$ cat config.mk
export PLATFORM = sky130hd
export DESIGN_NAME = fetch_stage
export DESIGN_NICKNAME = d
export VERILOG_FILES = /design/src/rtl/riscv_pkg.sv /design/src/rtl/fetch_pc_reg.sv /design/src/rtl/fetch_stage.sv
export SDC_FILE = /design/constraint.sdc
export NUM_CORES = 1
export LEC_CHECK = 0
export CAP_MARGIN = 5
export CORE_AREA = 2 2 123 125
export DETAILED_ROUTE_END_ITERATION = 10
export DIE_AREA = 0 0 125 127
export GPL_TIMING_DRIVEN = 0
export PLACE_DENSITY = 0.9
export SLEW_MARGIN = 20
export SYNTH_ARGS = -nofsm -noshare
export SYNTH_HDL_FRONTEND = slang
export SYNTH_SLANG_ARGS = --single-unit
$ cat constraint.sdc
create_clock -name clk -period 5.8 [get_ports clk]
set_input_delay 0.87 -clock clk [delete_from_list [all_inputs] [get_ports clk]]
set_output_delay 0.87 -clock clk [all_outputs]
set_load 0.02 [all_outputs]
$ cat src/rtl/riscv_pkg.sv
// Shared RISC-V core definitions: datapath width, reset/bubble encodings,
// base opcodes used by the control unit, and the fetch-stage action decode.
package riscv_pkg;

  localparam int          XLEN      = 32;
  localparam logic [31:0] RESET_PC  = 32'h0000_0000;
  localparam logic [31:0] NOP_INSTR = 32'h0000_0013;  // addi x0,x0,0

  // RV32I base opcodes (instr[6:0]).
  typedef enum logic [6:0] {
    OP_LOAD   = 7'b0000011,
    OP_IMM    = 7'b0010011,
    OP_AUIPC  = 7'b0010111,
    OP_STORE  = 7'b0100011,
    OP_REG    = 7'b0110011,
    OP_LUI    = 7'b0110111,
    OP_BRANCH = 7'b1100011,
    OP_JALR   = 7'b1100111,
    OP_JAL    = 7'b1101111
  } opcode_e;

  // What the fetch stage does on the coming clock edge.
  typedef enum logic [1:0] {
    ACT_FETCH,     // accept imem_instr, advance PC
    ACT_WAIT,      // memory not ready: insert a bubble, hold PC
    ACT_STALL,     // decode hold: freeze everything
    ACT_REDIRECT   // branch/jump: flush and load the target
  } fetch_act_e;

  // Priority is redirect > stall > wait > normal.
  function automatic fetch_act_e fetch_action(input logic redirect,
                                              input logic stall,
                                              input logic ready);
    if (redirect)   return ACT_REDIRECT;
    else if (stall) return ACT_STALL;
    else if (!ready) return ACT_WAIT;
    else            return ACT_FETCH;
  endfunction

endpackage

$ cat src/rtl/fetch_pc_reg.sv
// Program counter register with its next-PC mux, +4 adder and the
// word-alignment mask applied to redirect targets.
module fetch_pc_reg
  import riscv_pkg::*;
(
  input  logic            clk,
  input  logic            reset,
  input  fetch_act_e      act,
  input  logic [XLEN-1:0] redirect_pc,
  output logic [XLEN-1:0] pc,
  output logic [XLEN-1:0] pc4
);

  localparam logic [XLEN-1:0] ALIGN_MASK = ~XLEN'(3);

  logic [XLEN-1:0] pc_next;

  // Sequential +4 wraps modulo 2^XLEN by construction.
  assign pc4 = pc + XLEN'(4);

  // Select the next PC from the action decoded for this edge.
  always_comb begin
    // NOTE: default first so every path assigns pc_next and no latch is inferred.
    pc_next = pc;
    case (act)
      ACT_REDIRECT: pc_next = redirect_pc & ALIGN_MASK;
      ACT_FETCH:    pc_next = pc4;
      default:      pc_next = pc;  // stall and wait both hold
    endcase
  end

  // PC state register.
  always_ff @(posedge clk or negedge reset) begin
    // NOTE: non-blocking assignments for all sequential state.
    if (!reset) pc <= RESET_PC;
    else        pc <= pc_next;
  end

endmodule

$ cat src/rtl/fetch_stage.sv
// Instruction-fetch stage: drives imem_addr from the PC and registers the
// fetched word into the fetch/decode pipeline register, inserting bubbles
// on redirect flushes and memory wait states.
module fetch_stage
  import riscv_pkg::*;
(
  input  logic            clk,
  input  logic            reset,
  output logic [XLEN-1:0] imem_addr,
  input  logic [31:0]     imem_instr,
  input  logic            imem_ready,
  input  logic            stall,
  input  logic            redirect,
  input  logic [XLEN-1:0] redirect_pc,
  output logic [31:0]     instr_p,
  output logic [XLEN-1:0] pc_p,
  output logic [XLEN-1:0] pc4_p,
  output logic            valid_p,
  output logic            misalign_err,
  output logic [31:0]     fetch_cnt
);

  fetch_act_e      act;
  logic [XLEN-1:0] pc;
  logic [XLEN-1:0] pc4;

  assign act       = fetch_action(redirect, stall, imem_ready);
  assign imem_addr = pc;

  fetch_pc_reg u_pc (
    .clk         (clk),
    .reset       (reset),
    .act         (act),
    .redirect_pc (redirect_pc),
    .pc          (pc),
    .pc4         (pc4)
  );

  // Fetch/decode register: load on fetch, bubble on redirect/wait, hold on stall.
  always_ff @(posedge clk or negedge reset) begin
    if (!reset) begin
      instr_p <= NOP_INSTR;
      pc_p    <= '0;
      pc4_p   <= '0;
      valid_p <= 1'b0;
    end else begin
      case (act)
        ACT_FETCH: begin
          instr_p <= imem_instr;
          pc_p    <= pc;
          pc4_p   <= pc4;
          valid_p <= 1'b1;
        end
        ACT_REDIRECT, ACT_WAIT: begin
          instr_p <= NOP_INSTR;
          valid_p <= 1'b0;
        end
        default: ;  // stall: hold everything
      endcase
    end
  end

  // Sticky misaligned-target flag and delivered-instruction counter.
  always_ff @(posedge clk or negedge reset) begin
    if (!reset) begin
      misalign_err <= 1'b0;
      fetch_cnt    <= '0;
    end else begin
      if (act == ACT_REDIRECT && redirect_pc[1:0] != 2'b00)
        misalign_err <= 1'b1;
      if (act == ACT_FETCH)
        fetch_cnt <= fetch_cnt + 32'd1;
    end
  end

endmodule

==> flow_results.xml <==
<?xml version="1.0" encoding="UTF-8"?>
<metrics>
  <group name="grt">
    <metric name="grt_max_degree" unit="">91</metric>
    <metric name="antenna_found_initial" unit="">1</metric>
    <metric name="grt_pass1_vias" unit="">6477</metric>
    <metric name="gr-usage-all-layers" unit="">0.286</metric>
    <metric name="globalRouteOverflowTotal" unit="">0</metric>
    <metric name="grt_first_pass_wirelength" unit="um">35900</metric>
  </group>
  <group name="placed_design">
    <metric name="place_congestion" unit="">0.931</metric>
    <metric name="place_hpwl" unit="um">16100</metric>
    <metric name="io_buffer_count" unit="">224</metric>
    <metric name="placed_area" unit="sq mm">0.00986</metric>
    <metric name="placed_cells_incl_taps" unit="">1097</metric>
  </group>
  <group name="layout">
    <metric name="finalInstanceArea" unit="sq mm">0.0105</metric>
    <metric name="drive_above_1_share" unit="">0.106</metric>
    <metric name="most-common-layout-cells" unit="">sky130_fd_sc_hd__clkdlybuf4s50_1, sky130_fd_sc_hd__dfrtp_1, sky130_fd_sc_hd__nor2_1</metric>
    <metric name="finish.net_count" unit="">1005</metric>
    <metric name="area_growth_syn_to_layout" unit="%">42.7</metric>
    <metric name="final_cells" unit="">1130</metric>
    <metric name="mostFrequentLayoutCell" unit="">sky130_fd_sc_hd__clkdlybuf4s50_1</metric>
  </group>
  <group name="drt">
    <metric name="detailedRoute.firstPassIterationCount" unit="">6</metric>
    <metric name="drc" unit="">0</metric>
    <metric name="routed_wire_length_per_instance" unit="um">20.1</metric>
    <metric name="vias_per_cell" unit="">5.88</metric>
    <metric name="iteration_0_drc_count_of_the_detailed_router" unit="">669</metric>
    <metric name="route.vias.total" unit="">6648</metric>
    <metric name="route.antenna.remaining_nets" unit="">0</metric>
    <metric name="wirelength_routed" unit="um">22800</metric>
  </group>
  <group name="worst_setup_path">
    <metric name="path_max_fanout" unit="">11</metric>
    <metric name="crit_buf_inv" unit="">5</metric>
    <metric name="critical_path_required" unit="ns">6.07</metric>
    <metric name="startpoint_type" unit="">input port</metric>
    <metric name="critical_path.slowest_cell" unit="">sky130_fd_sc_hd__clkbuf_1</metric>
    <metric name="worstPathArrival" unit="ns">3.68</metric>
    <metric name="worstSetupEndpointType" unit="">register</metric>
    <metric name="cpMostUsedCell" unit="">sky130_fd_sc_hd__buf_2</metric>
    <metric name="timing.critical_path.max_delay_family" unit="">buffers and inverters</metric>
    <metric name="path_cells" unit="">clkdlybuf4s50_1 -&gt; nor2_1 -&gt; ha_1 -&gt; buf_2 -&gt; buf_2 -&gt; buf_1 -&gt; clkbuf_1 -&gt; o21ai_0</metric>
    <metric name="criticalPathCategory" unit="">in2reg</metric>
    <metric name="cpPeakStageDelay" unit="ns">0.62</metric>
  </group>
  <group name="hold_path">
    <metric name="hold_class" unit="">in2async</metric>
  </group>
  <group name="timing">
    <metric name="holdWs" unit="ns">0.442</metric>
    <metric name="setup-tns-final" unit="ns">0</metric>
    <metric name="timing.fmax" unit="MHz">293</metric>
    <metric name="setup_skew" unit="ns">0.00605</metric>
    <metric name="max_transition_margin" unit="">0.469</metric>
    <metric name="min_period_over_period" unit="">0.588</metric>
    <metric name="final-setup-viol-count" unit="">0</metric>
    <metric name="report.final.hold_viol_count" unit="">0</metric>
    <metric name="layout_min_cycle_time" unit="ns">3.41</metric>
    <metric name="rsz0062_at_grt" unit="">false</metric>
    <metric name="tightestPinTransition" unit="ns">0.790</metric>
    <metric name="slew_viol_final" unit="">0</metric>
  </group>
  <group name="floorplan">
    <metric name="floorplan.initialDensity" unit="">0.509</metric>
    <metric name="placementRows" unit="">44</metric>
    <metric name="dieWidth" unit="um">125</metric>
    <metric name="coreArea" unit="sq mm">0.0144</metric>
    <metric name="pin_count" unit="">231</metric>
    <metric name="fp.dieArea" unit="sq mm">0.0159</metric>
    <metric name="die_h" unit="um">127</metric>
  </group>
  <group name="synth">
    <metric name="yosysTopAreaCellShare" unit="">0.522</metric>
    <metric name="yosys_register_bits" unit="">156</metric>
    <metric name="yosysSeqAreaShare" unit="">0.532</metric>
    <metric name="async_reset_ff_frac" unit="">1.00</metric>
    <metric name="syn-cell-area" unit="sq mm">0.00734</metric>
    <metric name="netlist_cell_types" unit="">57</metric>
    <metric name="synthTopCellsByArea" unit="">sky130_fd_sc_hd__dfrtp_1, sky130_fd_sc_hd__a22o_1, sky130_fd_sc_hd__mux2_2</metric>
    <metric name="syn_area_per_cell" unit="sq um">10.7</metric>
    <metric name="most_instantiated_flip_flop_cell_in_the_synthesis_netlist" unit="">sky130_fd_sc_hd__dfrtp_1</metric>
    <metric name="synthCells" unit="">683</metric>
    <metric name="synth_enable_flop_cells" unit="">0</metric>
    <metric name="cell_accounting_for_the_most_synthesized_area" unit="">sky130_fd_sc_hd__dfrtp_1</metric>
    <metric name="ys_warn_count" unit="">0</metric>
  </group>
  <group name="clocking">
    <metric name="cts.sinks" unit="">156</metric>
    <metric name="worstSkewPairLatency" unit="ns">0.43</metric>
    <metric name="clock_tree.root_cell" unit="">sky130_fd_sc_hd__clkbuf_16</metric>
    <metric name="clk_pin_slew" unit="ns">0.06</metric>
    <metric name="hold_buffers" unit="">0</metric>
    <metric name="cts_tree" unit="">done</metric>
    <metric name="cts_htree_levels" unit="">4</metric>
    <metric name="tritoncts.num_buffers" unit="">17</metric>
    <metric name="post_cts.resized_instances" unit="">0</metric>
    <metric name="cts-root-to-sink-buffers" unit="">2</metric>
    <metric name="cts_post_setup_buffers_inserted" unit="">0</metric>
  </group>
  <group name="power_and_ir_drop">
    <metric name="power.sequential.fraction" unit="">0.392</metric>
    <metric name="power_density" unit="mW/mm^2">348</metric>
    <metric name="p_int" unit="W">0.00246</metric>
    <metric name="power.static_leakage" unit="nW">4.37</metric>
    <metric name="switchingPower" unit="W">0.00118</metric>
    <metric name="total_power" unit="W">0.00364</metric>
    <metric name="max-vdd-ir-drop" unit="uV">232</metric>
    <metric name="clkPwrFrac" unit="">0.317</metric>
    <metric name="combPwrFrac" unit="">0.292</metric>
    <metric name="power.switching_fraction" unit="">0.324</metric>
  </group>
  <group name="run_status">
    <metric name="run_status" unit="">complete, no violations</metric>
  </group>
  <group name="run">
    <metric name="cap_violations" unit="">0</metric>
  </group>
</metrics>
[power by group through the flow]
stage          Sequential [W]  Clock [W]  Combinational, W
6_report              0.00143    0.00115           0.00106
5_1_grt               0.00145    0.00120           0.00113
3_3_place_gp          0.00143          0           0.00104
3_5_place_dp          0.00144          0           0.00105
2_1_floorplan         0.00163          0          0.000300
4_1_cts               0.00142    0.00117           0.00106
[final timing paths]
kind | end | start | cells after the start | slack (ns)
worst min register to register | misalign_err | misalign_err | 1 | 0.47
worst max register to register | pc4_p[26] | u_pc.pc[2] | 7 | 3.43
worst max-delay path | pc_p[21] | stall | 8 | 2.39
min in group clk | misalign_err | misalign_err | 1 | 0.47
worst min-delay path | fetch_cnt[15] | reset | 1 | 0.44
max in group asynchronous | pc_p[15] | reset | 2 | 4.55
[cells by family (layout without fill, tap and decap cells)]
logic type | after synthesis | in the layout | synth area share
xor+xnor | 45 | 45 | 0.0537
compound gates | 149 | 149 | 0.148
mux | 23 | 23 | 0.0351
other cells | 1 | 7 | 0.000511
fa+ha+maj | 4 | 4 | 0.00682
simple gates | 227 | 227 | 0.176
buf+inv | 78 | 335 | 0.0476
flops | 156 | 156 | 0.532
[worst register-to-register path: stages, from the launching register on]
cell and delay, ns:
sky130_fd_sc_hd__dfrtp_1 0.59, sky130_fd_sc_hd__ha_1 0.33, sky130_fd_sc_hd__and3_1 0.17, sky130_fd_sc_hd__buf_2 0.20
sky130_fd_sc_hd__nand3_1 0.21, sky130_fd_sc_hd__buf_2 0.25, sky130_fd_sc_hd__or3_1 0.36, sky130_fd_sc_hd__a31oi_1 0.18
[synthesized netlist by cell type, types with 9 or more instances]
master                       n
sky130_fd_sc_hd__inv_1      23
sky130_fd_sc_hd__clkbuf_1   25
sky130_fd_sc_hd__and4_1     12
sky130_fd_sc_hd__a22o_1     29
sky130_fd_sc_hd__nand3_1    37
sky130_fd_sc_hd__buf_4       9
sky130_fd_sc_hd__xnor2_1    28
sky130_fd_sc_hd__mux2_2     22
sky130_fd_sc_hd__a31oi_1    12
sky130_fd_sc_hd__xor2_1     17
sky130_fd_sc_hd__nor2_1     42
sky130_fd_sc_hd__buf_2      12
sky130_fd_sc_hd__a21oi_1    29
sky130_fd_sc_hd__o21ai_0    16
sky130_fd_sc_hd__o22a_1     20
sky130_fd_sc_hd__nand2b_1   10
sky130_fd_sc_hd__nand2_1    39
sky130_fd_sc_hd__and3_1     11
sky130_fd_sc_hd__dfrtp_1   153
sky130_fd_sc_hd__nor3_1     13
sky130_fd_sc_hd__nand4_1    19
[sequential cells by signal, summed over array words and instances (netlist names)]
| name | cells |
|---|---|
| instr_p | 32 |
| fetch_cnt | 32 |
| valid_p | 1 |
| pc4_p | 30 |
| pc_p | 30 |
| u_pc.pc | 30 |
| misalign_err | 1 |
[area by class of cell]
type	count	area (sq um)
Tap cell	184	230
Antenna cell	1	2.50
Inverter	23	86.3
Clock inverter	13	165
Fill cell	986	3950
Clock buffer	19	443
Sequential cell	156	3910
Buffer	55	263
Timing Repair Buffer	225	2270
Multi-Input combinational cell	454	3100
[routing by layer]
| layer | vias up | part of all wire | track usage |
|---|---|---|---|
| li1 | 2995 | - | - |
| met1 | 3210 | 0.41 | 0.371 |
| met2 | 379 | 0.48 | 0.461 |
| met3 | 64 | 0.081 | 0.0737 |
| met4 | 0 | 0.034 | 0.120 |
| met5 | - | 0 | 0 |
[metrics by stage]
step,util,worst slack (ns)
6_report,0.726,2.39
3_3_place_gp,0.682,-2.46
3_5_place_dp,0.684,2.04
4_1_cts,0.726,2.50
2_1_floorplan,-,3.25
5_1_grt,0.726,2.29
Power figures use the tool's default switching activity.
==> RTL change 1, RTL diff (same settings) <==
Change the package constant `XLEN` from 32 to 16.
--- a/src/rtl/riscv_pkg.sv
+++ b/src/rtl/riscv_pkg.sv
@@ -3,5 +3,5 @@
 package riscv_pkg;
 
-  localparam int          XLEN      = 32;
+  localparam int          XLEN      = 16;
   localparam logic [31:0] RESET_PC  = 32'h0000_0000;
   localparam logic [31:0] NOP_INSTR = 32'h0000_0013;  // addi x0,x0,0
Interface: changed (resized imem_addr, pc4_p, pc_p and redirect_pc); port bits go from 231 to 167. The function was not compared with the original's and may differ.
==> RTL change 1 against the original RTL <==
Synthesized area is 36% lower. Non-clock buffer count is 91 lower. Sequential cell count is 48 lower. Die area stayed put. Power is 41% lower. Setup slack better by 0.46 ns. Utilization is 25 points lower. Routed wire length is 45% lower. Cell area is 35% lower.
==> RTL change 1: results (changes against the original RTL) <==
Switching share of power - 0.308 (-0.0160)
Clk buf depth - 2 (unchanged)
Nets@finish - 631 (-37%)
Largest fanout on the critical path - 9 (-2)
Post-CTS Setup Bufs - 0 (unchanged)
Worst-skew pair later-pin latency - 0.35 ns (-0.08 ns)
Top post-synthesis cells by area - dfrtp_1, a22o_1, xnor2_1
R2R depth - 5 (-2)
First DRT Iteration DRCs - 194 (-71%)
Vias in the first global route - 3879 (-40%)
Synth Area in XOR/XNOR - 0.0784 (+0.0248)
Largest delay contributor family on the critical path - simple AND/OR/NAND/NOR gates
Crit Reg-Reg Endpoint - fetch_cnt[16]
R2R Setup Slk - 3.86 ns (+0.43 ns)
Worst Skew - 0.00981 ns (+0.00377 ns)
Met2 Usage GRT - 0.272 (-0.189)
Compound-cell area share of the yosys netlist - 0.126 (-0.0223)
Total track usage - 0.162 (-0.124)
Fin cells - 763 (-32%)
Met1 Wirelength - 5530 µm (-40%)
Worst path slowest cell - nor3_1
Port Buffers - 160 (-29%)
Critical path's largest stage delay - 0.65 ns (+0.03 ns)
Main combinational cell family by area after synthesis - simple AND/OR/NAND/NOR gates
R2r startpoint - fetch_cnt[0]
DP Wirelength - 9420 µm (-41%)
Pin count of the biggest net entering global routing - 66 (-27%)
Highest routed metal layer - met4
Core Box Area - 14400 µm² (unchanged)
Multiplexer share of the synthesized area - 0.0403 (+0.00518)
Initial antenna violation count - 0 (-1)
H-Tree Depth - 3 (-1)
Met1 usage in global routing - 0.204 (-0.166)
Total CTS buffers - 9 (-8)
Seq/Total Area, Yosys - 0.577 (+0.0448)
Run status - completed
Synth cell count leaders - dfrtp_1, a22o_1, nor2_1
VDD IR-drop max - 0.173 mV (-25%)
Synth Area in Adders - 0.0107 (+0.00385)
Distinct cells, synth - 41 (-28%)
Met3 GRT Util - 0.0419 (-0.0318)
Ratio of cells with drive above 1 in the final layout - 0.0864 (-0.0195)
Ant diodes - 0 (-1)
Pre-antenna DRT Iters - 4 (-2)
Clock transition at path regs - 0.07 ns
Hold Crit Class - primary input to async pin
Mapped Cells - 397 (-42%)
Post-CTS sizing - 0 (unchanged)
First-pass GRT wire length - 20600 µm (-43%)
Placed insts - 747 (-32%)
Worst slew margin - 0.490 (+0.0217)
Leakage - 2.89 nW (-34%)
GPL Wtd Cong - 0.825 (-11%)
Total routed wirelength - 12600 µm (-45%)
Routed vias/inst - 4.95 (-16%)
WL met2 - 6120 µm (-44%)
CP startpoint - stall
Met3 wire len - 737 µm (-60%)
Fill count - 1314 (+33%)
Critical Path Sink - fetch_cnt[25]
## RTL change 1: cell types whose count changed after synthesis, moves of 11 or more
cell | before | now
nor2_1 | 42 | 27
clkbuf_1 | 25 | 14
o21ai_0 | 16 | 4
nand3_1 | 37 | 19
a21oi_1 | 29 | 18
nand2_1 | 39 | 19
inv_1 | 23 | 6
dfrtp_1 | 153 | 105
## RTL change 1: power by group through the flow
| stage | combinational [mW] | clock [mW] | sequential (mW) |
|---|---|---|---|
| after CTS | 0.594 | 0.628 | 0.937 |
| after global placement | 0.577 | 0 | 0.946 |
| final | 0.588 | 0.611 | 0.936 |
| after global routing | 0.629 | 0.660 | 0.952 |
| after floorplan | 0.160 | 0 | 1.06 |
| after detailed placement | 0.592 | 0 | 0.949 |
## RTL change 1: final cells by class
cell class                      instances  area share
Sequential cell                       108       0.395
Clock buffer                           12      0.0345
Clock inverter                          4     0.00748
Buffer                                 28      0.0203
Timing Repair Buffer                  161       0.238
Inverter                                6     0.00328
Multi-Input combinational cell        260       0.268
Tap cell                              184      0.0336
## RTL change 1: through the flow
| stage | worst slack, ns | utilization | area (µm²) | hold slack (ns) | total power [mW] |
|---|---|---|---|---|---|
| after global routing | 2.64 | 0.475 | 6860 | 0.457 | 2.24 |
| after CTS | 2.84 | 0.475 | 6860 | 0.435 | 2.16 |
| after floorplan | 3.41 | - | 4710 | 0.574 | 1.22 |
| after global placement | -0.215 | 0.453 | 6540 | 0.457 | 1.52 |
| final | 2.85 | 0.475 | 6860 | 0.437 | 2.14 |
| after detailed placement | 2.47 | 0.455 | 6570 | 0.455 | 1.54 |
==> RTL change 2, RTL diff (same settings) <==
Without the edit above. Register the output `fetch_cnt` once more; this adds one clock of latency there. The other outputs are not delayed to match.
--- a/src/rtl/fetch_stage.sv
+++ b/src/rtl/fetch_stage.sv
@@ -20,4 +20,6 @@
   output logic [31:0]     fetch_cnt
 );
+
+  logic [31:0] fetch_cnt_s0;
 
   fetch_act_e      act;
@@ -65,11 +67,15 @@
     if (!reset) begin
       misalign_err <= 1'b0;
-      fetch_cnt    <= '0;
+      fetch_cnt_s0 <= '0;
     end else begin
       if (act == ACT_REDIRECT && redirect_pc[1:0] != 2'b00)
         misalign_err <= 1'b1;
       if (act == ACT_FETCH)
-        fetch_cnt <= fetch_cnt + 32'd1;
+        fetch_cnt_s0 <= fetch_cnt_s0 + 32'd1;
     end
+  end
+
+  always_ff @(posedge clk) begin
+    fetch_cnt <= fetch_cnt_s0;
   end
 
Formal check against the unedited RTL: not equivalent (Yosys sat finds a counterexample within 4 cycles, from zero or initial values and one cycle with reset low).
==> RTL change 2 against the original RTL <==
Routed wire length shrank 2.8%. Synthesized area grew 4.8%. Non-clock buffer count shrank 8. Clock skew grew 0.0023 ns. Setup slack lost 0.11 ns. Sequential cell count grew 32. Power grew 5.6%. Cell area grew 3.1%. Largest cell class unchanged. Highest routed layer unchanged.
==> RTL change 2: results (changes against the original RTL) <==
Run status - completed
Root Buffer - clkbuf_16
Synth cell count leaders - dfrtp_1, nor2_1, a21oi_1
Largest fanout on the critical path - 10 (-1)
Yosys warns - 0 (unchanged)
WL met2 - 10800 µm (-0.70%)
Met1 Wirelength - 8570 µm (-7.3%)
Ant diodes - 0 (-1)
Largest regs - fetch_cnt: 32 flops, fetch_cnt_s0: 32 flops, instr_p: 32 flops
Total track usage - 0.282 (-0.00419)
Initial antenna violation count - 0 (-1)
Port Buffers - 224 (unchanged)
Worst Skew - 0.00831 ns (+0.00226 ns)
Top post-synthesis cells by area - dfrtp_1, dfxtp_1, xor2_1
Maxcap violations - 0 (unchanged)
DP Wirelength - 15700 µm (-2.5%)
Worst-skew pair later-pin latency - 0.43 ns (about the same)
Routed via count - 6502 (-2.2%)
Post-CTS Setup Bufs - 0 (unchanged)
Seq/Total Area, Yosys - 0.591 (+0.0587)
Pin count of the biggest net entering global routing - 88 (-3.3%)
Net Sw Power - 1.25 mW (+6.2%)
Total CTS buffers - 17 (unchanged)
H-Tree Depth - 4 (unchanged)
Synth Area in Adders - 0.00650 (-0.000315)
Vias in the first global route - 6523 (+0.71%)
Met3 wire len - 2230 µm (+21%)
Routed vias/inst - 5.69 (-3.3%)
Leakage - 4.47 nW (+2.2%)
Worst path slowest cell - clkbuf_1
First-pass GRT wire length - 35200 µm (-2.0%)
Ys flop type - dfrtp_1
Highest routed metal layer - met4
Compound-cell area share of the yosys netlist - 0.134 (-0.0145)
Ratio of cells with drive above 1 in the final layout - 0.0782 (-0.0276)
Pre-antenna DRT Iters - 5 (-1)
Nets@finish - 1019 (+1.4%)
Clock transition at path regs - 0.07 ns
Post-CTS sizing - 0 (unchanged)
VDD IR-drop max - 0.262 mV (+13%)
Mapped Cells - 697 (+2.0%)
Synth Area in XOR/XNOR - 0.0649 (+0.0112)
Multiplexer share of the synthesized area - 0.0304 (-0.00471)
Slew @ Worst Pin - 0.800 ns (+0.0103 ns)
GPL Wtd Cong - 0.929 (-0.19%)
Placed insts - 1111 (+1.3%)
Distinct cells, synth - 53 (-7.0%)
Fraction of registers with async set/reset - 0.830 (-0.170)
Total routed wirelength - 22100 µm (-2.8%)
First DRT Iteration DRCs - 497 (-26%)
Critical path required time - 6.09 ns (+0.02 ns)
Critical path's largest stage delay - 0.57 ns (-0.05 ns)
-- RTL change 2: cell count changes in the layout (fill, tap and decap cells not counted), sizes merged, moves of 7 or more --
cell / unedited run / this run
xor2: 17 / 31
and4: 12 / 5
a31oi: 12 / 4
nor2: 42 / 58
dfxtp: 0 / 32
buf: 32 / 22
nor3: 18 / 11
o22a: 20 / 7
o2bb2a: 0 / 10
a21oi: 29 / 51
o211ai: 8 / 1
o22ai: 0 / 15
-- RTL change 2: path summary, 6_finish.rpt --
kind                                  start             to  slack (ns)  cells past startpoint
max                                   stall      pc4_p[25]        2.28                      8
min                                   reset        pc_p[7]        0.39                      1
max reg2reg                      u_pc.pc[2]    u_pc.pc[26]        3.25                      6
min reg2reg                fetch_cnt_s0[31]  fetch_cnt[31]        0.39                      0
max in group asynchronous             reset     instr_p[4]        4.60                      2
min in group clk           fetch_cnt_s0[31]  fetch_cnt[31]        0.39                      0
-- RTL change 2: critical path, delay by kind of cell --
| kind | cells | cell delay (ns) |
|---|---|---|
| buf+inv | 5 | 2.26 |
| fa+ha+maj | 1 | 0.30 |
| compound gates | 1 | 0.14 |
| simple gates | 1 | 0.23 |
-- RTL change 2: cell type report --
class                   instances  area (µm²)
plain buffers                  47         205
clock buffers                  17         425
clock inverters                15         151
fillers                       993        3630
inverters                      24        90.1
multi-input cells             443        2870
flip-flops and latches        188        4550
well taps                     184         230
repair buffers                225        2270
-- RTL change 2: per-layer routing --
metal  GRT usage  up-vias
li1            -     2959
met1       0.347     3119
met2       0.468      371
met3      0.0913       53
met4       0.105        0
met5           0        -
-- RTL change 2: per-stage QoR --
stage	cell area (µm²)	setup slack, ns
5_1_grt	10800	2.17
6_report	10800	2.28
3_5_place_dp	10200	1.89
4_1_cts	10800	2.36
2_1_floorplan	7710	3.18
3_3_place_gp	10200	-2.43
-- RTL change 2: kinds of logic after synthesis --
group / count (synthesis)
DFF: 188
xor gates and xnor gates: 57
other: 1
AOI/OAI and AO/OA: 153
adders and majority gates: 4
and+or+nand+nor: 202
muxes: 21
buffers and inverters: 71
-- RTL change 2: power by group through the flow --
stage	logic [mW]	clock network (mW)	registers (mW)
global route	1.10	1.22	1.69
finish	1.04	1.15	1.65
floorplan	0.289	0	1.86
global placement	1.02	0	1.67
detailed placement	1.03	0	1.67
CTS	1.04	1.16	1.65
